==> config.mk <==
export PLATFORM = sky130hd
export DESIGN_NAME = button_debouncer
export DESIGN_NICKNAME = d
export VERILOG_FILES = /design/src/rtl/button_debouncer.sv
export SDC_FILE = /design/constraint.sdc
export NUM_CORES = 1
export LEC_CHECK = 0
export ABC_AREA = 1
export BUFFER_PORTS_ARGS = -buffer_cell sky130_fd_sc_hd__buf_4
export CORE_AREA = 2 2 49 51
export DETAILED_ROUTE_END_ITERATION = 6
export DIE_AREA = 0 0 51 53
export MAX_ROUTING_LAYER = met4
export PLACE_DENSITY = 0.49
export SYNTH_ARGS = -nofsm -noshare
export SYNTH_HDL_FRONTEND = slang
export SYNTH_SLANG_ARGS = --single-unit
export TNS_END_PERCENT = 30
==> constraint.sdc <==
create_clock -name inputCLK -period 1.1 [get_ports inputCLK]
set_input_delay 0.11 -clock inputCLK [delete_from_list [all_inputs] [get_ports inputCLK]]
set_output_delay 0.11 -clock inputCLK [all_outputs]
set_load 0.005 [all_outputs]
==> src/rtl/button_debouncer.sv <==
// button_debouncer: synchronizes a bouncing raw input, qualifies level changes over
// STABLE_SAMPLES sample ticks, and emits a clean level plus press/release strobes.
module button_debouncer #(
    parameter int STABLE_SAMPLES = 4,
    parameter int COUNT_BITS     = 3,
    parameter bit ACTIVE_LOW     = 1'b0
) (
    input  logic inputCLK,
    input  logic reset,
    input  logic sampleCLK,
    input  logic buttonIn,
    output logic buttonLevel,
    output logic pressPulse,
    output logic releasePulse,
    output logic busy
);
    typedef enum logic [1:0] {LOW, CHK_HIGH, HIGH, CHK_LOW} state_t;

    localparam logic [COUNT_BITS-1:0] LAST = COUNT_BITS'(STABLE_SAMPLES - 1);

    state_t                state, state_n;
    logic [COUNT_BITS-1:0] count, count_n;
    logic                  sync1, sync2, sample_d;
    logic                  btn_s, tick, at_last;
    logic                  press_n, release_n;

    assign btn_s   = sync2 ^ ACTIVE_LOW;
    assign tick    = sampleCLK & ~sample_d;
    assign at_last = count == LAST;

    // Sync flops reset to the idle polarity so the corrected sample starts inactive.
    always_ff @(posedge inputCLK or posedge reset) begin
        if (reset) begin
            sync1    <= ACTIVE_LOW;
            sync2    <= ACTIVE_LOW;
            sample_d <= 1'b0;
        end else begin
            sync1    <= buttonIn;
            sync2    <= sync1;
            sample_d <= sampleCLK;
        end
    end

    always_ff @(posedge inputCLK or posedge reset) begin
        if (reset) begin
            state        <= LOW;
            count        <= '0;
            buttonLevel  <= 1'b0;
            pressPulse   <= 1'b0;
            releasePulse <= 1'b0;
            busy         <= 1'b0;
        end else begin
            state        <= state_n;
            count        <= count_n;
            buttonLevel  <= state_n == HIGH || state_n == CHK_LOW;
            pressPulse   <= press_n;
            releasePulse <= release_n;
            busy         <= state_n == CHK_HIGH || state_n == CHK_LOW;
        end
    end

    always_comb begin
        state_n   = state;
        count_n   = count;
        press_n   = 1'b0;
        release_n = 1'b0;
        if (tick) begin
            case (state)
                LOW: if (btn_s) begin
                    state_n = CHK_HIGH;
                    count_n = COUNT_BITS'(1);
                end
                CHK_HIGH: begin
                    state_n = !btn_s ? LOW : at_last ? HIGH : CHK_HIGH;
                    count_n = (btn_s && !at_last) ? count + 1'b1 : '0;
                    press_n = btn_s && at_last;
                end
                HIGH: if (!btn_s) begin
                    state_n = CHK_LOW;
                    count_n = COUNT_BITS'(1);
                end
                CHK_LOW: begin
                    state_n   = btn_s ? HIGH : at_last ? LOW : CHK_LOW;
                    count_n   = (!btn_s && !at_last) ? count + 1'b1 : '0;
                    release_n = !btn_s && at_last;
                end
                default: begin
                    state_n = LOW;
                    count_n = '0;
                end
            endcase
        end
    end
endmodule

Yosys cells after proc, flatten, opt, wreduce, memory -nomap -nowiden
Cells that the tools add are included.

word-level totals
  bits of input ports = 4
  logic and storage cells = 48
  output and inout bits = 4
  bits in registers = 12

operators by class
  reductions and logical operators = 10
  eq/ne operators = 9
  add/subtract/negate cells = 1
  bitwise gates (word level) = 2
  mux-type cells = 17

operator list
  operator             number
  $mux 2               7
  $mux 3               4
  $pmux 3 s4           1
  $eq 2x2->1 const B   4
  $pmux 2 s4           1
  $eq 2x1->1 const B   2
  $logic_and 1x1->1    4
  $mux 1               4
  $ne 2x2->1 const B   2
  $add 3x1->3 const B  1
  $eq 3x2->1 const B   1
  $reduce_and 3->1     1
  $logic_not 1->1      2
  $logic_not 2->1      1
  $logic_or 1x1->1     2
  $and 1x1->1          1
  $not 1->1            1

Depth between registers and ports, before layout
Gate-level depths: netlist (run 1).

  depth after elaboration = 7
  gate-level depth with buffers = 7
  gate-level depth less buffers = 7

Least setup slack after synthesis (run 1)
Ideal clock, no wire load.

  path kind = input -> register
  start point = input port count[0]
  end point = register count[0]
  data required time = 1.038 ns
  setup time = 0.062 ns
  data arrival time = 1.099 ns
  buffers on the path = 0
  cell stages on the path = 8
  slack = -0.062 ns
  cell sequence = dfrtp_1 > ha_1 > ha_1 > nor2_2 > nand3_1 > nand2_1 > nand2_1 > inv_1

on the way
  word-level cells in the longest chain between the ends = 5
  elaborated cells between the ends (all ways) = 8
  classes of those cells = add/sub: 1; eq/ne: 1; mux: 3; reduce/logical: 3

RTL lines
  element                                                              RTL line  source
  start: declaration                                                   22        logic [COUNT_BITS-1:0] count, count_n;
  parallel branches: the longest is 4 deep, another holds $add 3x1->3  -
  $pmux 3 s4 *                                                         68        case (state)

Every way passes the cells marked *.
A chain may end at the register's enable or synchronous reset.

Final worst setup path (run 1)
  start point = input port count[1]
  end point = register count[1]

Same word-level chain as after synthesis.

==> out/metrics.cfg, run 1 <==
[layout]
finalNonFillerCells = 96
area_delta_synth_final_pct = 38.7
antenna_cells = 0
drive_above_1_share = 0.382
fillCellCount = 223
nets = 76

[timing]
hold_violations = 0
rsz0062_at_grt = true
fin_skew_ps = 5.56
tightest_slew_ps = 410
drv_slew = 0
tns_ps = -134
finalSetupViolCount = 5
setup_slack_ps = -54.7
period_share = 1.05
min_period_ps = 1150
max_clock_freq_mhz = 866
slew_headroom = 0.726

[floorplan]
io_pins = 8
die_width_um = 51
core_area_sq_um = 2150
start_util = 0.236
dieArea_sq_um = 2700
dieHeight_um = 53
rows = 17

[routing]
num_vias = 392
final_antenna_net_count = 0
drtPass1Iterations = 4
first_iter_violations = 1
drt-vias-per-instance = 4.08
drc = 0
wl_per_cell_um = 9.00
wl_um = 864

[yosys]
synth_common_cells = dfrtp_1 (11), inv_1 (9), nand2_1 (8), nand3_1 (6)
synth_area_leaders = dfrtp_1 (54%), ha_1 (7.4%), inv_1 (6.7%)
yosysMostFrequentCell = dfrtp_1
avgSynthCellArea_sq_um = 9.58
synth_cells = 53
syn_area_sq_um = 508
synth_nets = 60
synth.top_cell.area_share = 0.542
ys_seq_elements = 11
yosys.area.top_type = dfrtp_1
synthArstFlopShare = 1.00
synth_cell_types = 13
yosysWarnings = 0
synth_edf_count = 0
synth_ff_type = dfrtp_1
seq_area_frac_synth = 0.542

[global_route]
grt-ovfl-total = 0
grt_pass1_wl_mm = 1.44
grt.total_usage = 0.0787
antenna_found_initial = 0
grt_pass1_vias = 333
grt_max_degree = 12

[outcome]
violations = negative setup slack
status = finished with violations

[setup_path]
worstPathArrival_ps = 1350
critPathMaxFanout = 3
crit_top_cell = ha_4
cpPeakStageDelay_ps = 420
cpMaxStageDelayCell = dfrtp_1
path_cells = ha_4 > ha_4 > nor2_4 > nand3_1 > o21ai_1
end_kind = register
crit_type = reg2reg
startpoint_type = register
required_ps = 1290

[power]
p_per_area_nw_per_um2 = 1910
total_power_mw = 1.35
p_leak_nw = 0.325
peakVddDrop_v = 0.000662

[clock_network]
clkSlewWorstSetupHoldPaths_ps = 70
root_buffer = clkbuf_4
cts_sinks = 11
clk_latency_ps = 260
cts_tree = done
cts_buffer_depth = 2
htreeDepth = 1
numCtsBuffers = 3

[flow_run]
cap_violations = 0

[place]
port_buffers = 7
dp.final_hpwl_um = 634
gp_congestion = 0.740
placed_cells = 88

[worst_hold_path]
hold_class = in2reg

==> layout make-up <==
type,count,area (sq um),share of cell area
Timing Repair Buffer,11,90.1,0.128
Multi-Input combinational cell,31,234,0.332
Sequential cell,11,275,0.391
Tap cell,28,35.0,0.0497
Clock buffer,4,26.3,0.0373
Inverter,11,43.8,0.0622
==> what timing repair did <==
| action | 4_1_cts | 5_1_grt |
|---|---|---|
| pin swaps | 3 | 1 |
| setup endpoints to repair | 5 | 7 |
| buffers inserted | 1 | 0 |
| gates resized for setup | 8 | 1 |
| hold buffers | 3 | 0 |
| cloned | 0 | 0 |
| hold endpoints to repair | 13 | 0 |
==> cells in the final DEF (no fill, tap or decap) <==
cell type	n
o21ai_0	1
dlygate4sd3_1	3
nand3_1	6
dfrtp_1	11
nand2_2	3
nor2_2	1
nor3_1	1
inv_4	1
o21ai_1	4
clkbuf_1	1
nand3_2	1
nor2_4	3
nand2_1	8
clkbuf_4	3
inv_2	3
ha_4	3
buf_4	8
inv_1	7
==> routing by layer <==
metal	track usage	up-vias	routed length, um
li1	-	194	-
met1	0.0920	190	384
met2	0.115	6	447
met3	0.0254	2	20
met4	0.0541	0	12
met5	-	-	0
==> worst max-delay path, delay by kind of cell, from the launching register on <==
kind	cells	cell delay (ps)
flops	1	420
simple gates	2	190
fa+ha+maj	2	360
compound gates	1	120
==> per-stage QoR <==
step	utilization	instance area (sq um)	hold slack, ps	setup WS [ps]
final	0.328	704	240	-54.7
after global placement	0.280	601	134	-34.6
after global routing	0.328	704	282	-96.9
after detailed placement	0.280	601	138	-54.9
after floorplan	-	513	-37.6	12.8
after CTS	0.328	704	244	-50.4
==> power by group <==
group,switching (mW),internal [mW]
clock network,0.133,0.140
logic,0.252,0.243
registers,0.0865,0.493
total,0.471,0.876
==> cells by family after synthesis <==
kind of cell	count (synthesis)	synth area share
flops	11	0.542
buf+inv	11	0.0813
simple gates	23	0.254
fa+ha+maj	3	0.0739
compound gates	5	0.0493
==> final timing paths <==
path | startpoint | to | slack (ps) | cells after the start
max | count[1] | count[1] | -50 | 5
min | sampleCLK | busy | 240 | 4
max reg2reg | count[1] | count[1] | -50 | 5
min reg2reg | sync1 | btn_s | 350 | 0
max in group asynchronous | reset | buttonLevel | 420 | 3
min in group asynchronous | reset | busy | 390 | 3
==> sequential cells by signal, indices dropped and copies added, names as in the netlist <==
name          cells
count             3
btn_s             1
busy              1
buttonLevel       1
pressPulse        1
releasePulse      1
sample_d          1
state             1
sync1             1
(Power assumes the default switching activity.)
==> inputs of run 2 (changes only) <==
--- a/config.mk
+++ b/config.mk
@@ -7,11 +7,11 @@
 export LEC_CHECK = 0
 export ABC_AREA = 1
 export BUFFER_PORTS_ARGS = -buffer_cell sky130_fd_sc_hd__buf_4
-export CORE_AREA = 2 2 49 51
+export CORE_AREA = 2 2 39 41
 export DETAILED_ROUTE_END_ITERATION = 6
-export DIE_AREA = 0 0 51 53
+export DIE_AREA = 0 0 41 43
 export MAX_ROUTING_LAYER = met4
-export PLACE_DENSITY = 0.49
+export PLACE_DENSITY = 0.68
 export SYNTH_ARGS = -nofsm -noshare
 export SYNTH_HDL_FRONTEND = slang
 export SYNTH_SLANG_ARGS = --single-unit
==> run 2 against run 1 <==
  * The run still ends with negative setup slack left
  * Critical path type unchanged
  * Die area fell by 35%
  * Largest cell class unchanged
  * Final area fell by 0.89%
  * Clock power rose by 2%
==> out/metrics.cfg, run 2 (synthesis results as in run 1) <==
[routing]
wl_um = 838  ; -3.0%
wl_per_cell_um = 9.86  ; +9.5%
drt-vias-per-instance = 4.52  ; +11%
final_antenna_net_count = 0  ; unchanged
drc = 0  ; unchanged
drtPass1Iterations = 2  ; -2
first_iter_violations = 3  ; +2
num_vias = 384  ; -2.0%

[global_route]
grt_max_degree = 12  ; unchanged
antenna_found_initial = 0  ; unchanged
grt-ovfl-total = 0  ; unchanged
grt.total_usage = 0.135  ; +0.0558
grt_pass1_wl_mm = 1.50  ; +3.8%
grt_pass1_vias = 391  ; +17%

[outcome]
violations = negative setup slack
status = finished with violations

[clock_network]
cts_sinks = 11  ; unchanged
root_buffer = clkbuf_4
cts_buffer_depth = 2  ; unchanged
htreeDepth = 1  ; unchanged
clk_latency_ps = 270  ; about the same
clkSlewWorstSetupHoldPaths_ps = 70  ; about the same
cts_tree = done
numCtsBuffers = 3  ; unchanged

[power]
p_per_area_nw_per_um2 = 1950  ; +1.7%
p_leak_nw = 0.333  ; +2.5%
seqPwrFrac = 0.427  ; -0.003
p_clk_frac = 0.205  ; +0.003
power.internal_mw = 0.881  ; +0.53%
switchingPower_mw = 0.478  ; +1.4%
peakVddDrop_v = 0.000944  ; +43%
combPwrFrac = 0.368  ; about the same
p_sw_frac = 0.352  ; +0.00191

[place]
dp.final_hpwl_um = 579  ; -8.6%
gp_congestion = 0.778  ; +5.2%
place_ws_ps = -53.4  ; +1.51 ps
port_buffers = 7  ; unchanged
dpl_cell_area_sq_um = 586  ; -2.5%

[setup_path]
cpPeakStageDelay_ps = 420  ; about the same
crit_family = flip-flops
crit_type = reg2reg
worstPathArrival_ps = 1360  ; about the same
path_cells = ha_4 > ha_4 > nor2_4 > nand3_1 > nand2_1 > nand2_1 > inv_1
required_ps = 1320  ; +30 ps
path_buf_inv = 1  ; +1
end_kind = register
critPathMaxFanout = 3  ; unchanged
startpoint_type = register
cpMaxStageDelayCell = dfrtp_1

[layout]
layout_commonest_cell = dfrtp_1
area_delta_synth_final_pct = 37.4
drive_above_1_share = 0.406  ; +0.0234
antenna_cells = 0  ; unchanged
largest_reg_flops = 3  ; unchanged
regMostFlops = count
stdcell_area_sq_um = 698  ; -0.89%
nets = 77  ; +1.3%
mostFrequentLayoutCells = dfrtp_1 (11), buf_4 (9), nand2_1 (8), inv_1 (7), nand3_1 (6)

[timing]
hold_slack_ps = 226  ; -14.4 ps
rsz0062_at_grt = true
hold_violations = 0  ; unchanged
max_clock_freq_mhz = 878  ; +1.4%
setup_slack_ps = -38.8  ; +15.8 ps
finalSetupViolCount = 5  ; unchanged
slew_headroom = 0.718  ; -0.00784
min_period_ps = 1140  ; -15.8 ps
period_share = 1.04  ; -0.0144
fin_skew_ps = 1.91  ; -3.65 ps
drv_slew = 0  ; unchanged
tightest_slew_ps = 422  ; +11.7 ps

[floorplan]
core_area_sq_um = 1380  ; -36%
io_pins = 8  ; unchanged
die_width_um = 41  ; -20%
dieHeight_um = 43  ; -19%
dieArea_sq_um = 1760  ; -35%
start_util = 0.367  ; +0.131
rows = 14  ; -3

[worst_hold_path]
hold_class = in2reg

[flow_run]
cap_violations = 0  ; unchanged

[run 2: cell count changes in the layout (fill, tap and decap cells not counted)]
| cell | delta |
|---|---|
| buf_4 | +1 |
| clkbuf_1 | -1 |
| clkinv_2 | +1 |
[run 2: area by class of cell]
| class | count | area [sq um] |
|---|---|---|
| Clock buffer | 3 | 22.5 |
| Clock inverter | 1 | 5.00 |
| Fill cell | 129 | 686 |
| Inverter | 11 | 43.8 |
| Multi-Input combinational cell | 31 | 234 |
| Sequential cell | 11 | 275 |
| Tap cell | 16 | 20.0 |
| Timing Repair Buffer | 12 | 97.6 |
[run 2: power groups by stage]
stage | Combinational (mW) | Sequential [mW] | Clock, mW
2_1_floorplan | 0.264 | 0.564 | 0
3_3_place_gp | 0.361 | 0.568 | 0
3_5_place_dp | 0.376 | 0.574 | 0
4_1_cts | 0.485 | 0.578 | 0.284
5_1_grt | 0.576 | 0.593 | 0.301
6_report | 0.500 | 0.580 | 0.279
[run 2: final timing paths]
kind / startpoint / end / slack [ps] / cells after the start
max: count[0] / count[0] / -40 / 7
min: sampleCLK / busy / 230 / 4
max reg2reg: count[0] / count[0] / -40 / 7
min reg2reg: sync1 / btn_s / 360 / 0
max in group asynchronous: reset / pressPulse / 420 / 3
min in group asynchronous: reset / busy / 390 / 3
[run 2: tightest hold or removal path, stage by stage]
cell and delay (ps):
buf_4 80, inv_1 50, nor2_4 120, o21ai_0 100
[run 2: metal layers]
layer | GRT usage | up-vias | part of all wire
met5 | - | - | 0
met2 | 0.184 | 11 | 0.45
met1 | 0.164 | 172 | 0.46
li1 | - | 196 | -
met3 | 0.0314 | 5 | 0.044
met4 | 0.100 | 0 | 0.041
[run 2: metrics by stage]
step,setup TNS [ps],util,std cells,power [mW]
2_1_floorplan,0,-,53,0.829
3_3_place_gp,-168,0.423,76,0.930
3_5_place_dp,-228,0.423,76,0.950
4_1_cts,-116,0.499,84,1.35
5_1_grt,-471,0.505,85,1.47
6_report,-99.4,0.505,85,1.36
[run 2: repair_timing]
| item | CTS | global route |
|---|---|---|
| pin swaps | 2 | 0 |
| resized for setup | 8 | 1 |
| endpoints found under the setup margin | 6 | 8 |
| hold buffers | 3 | 0 |
| buffers inserted | 1 | 1 |
| hold endpoints to repair | 13 | 0 |
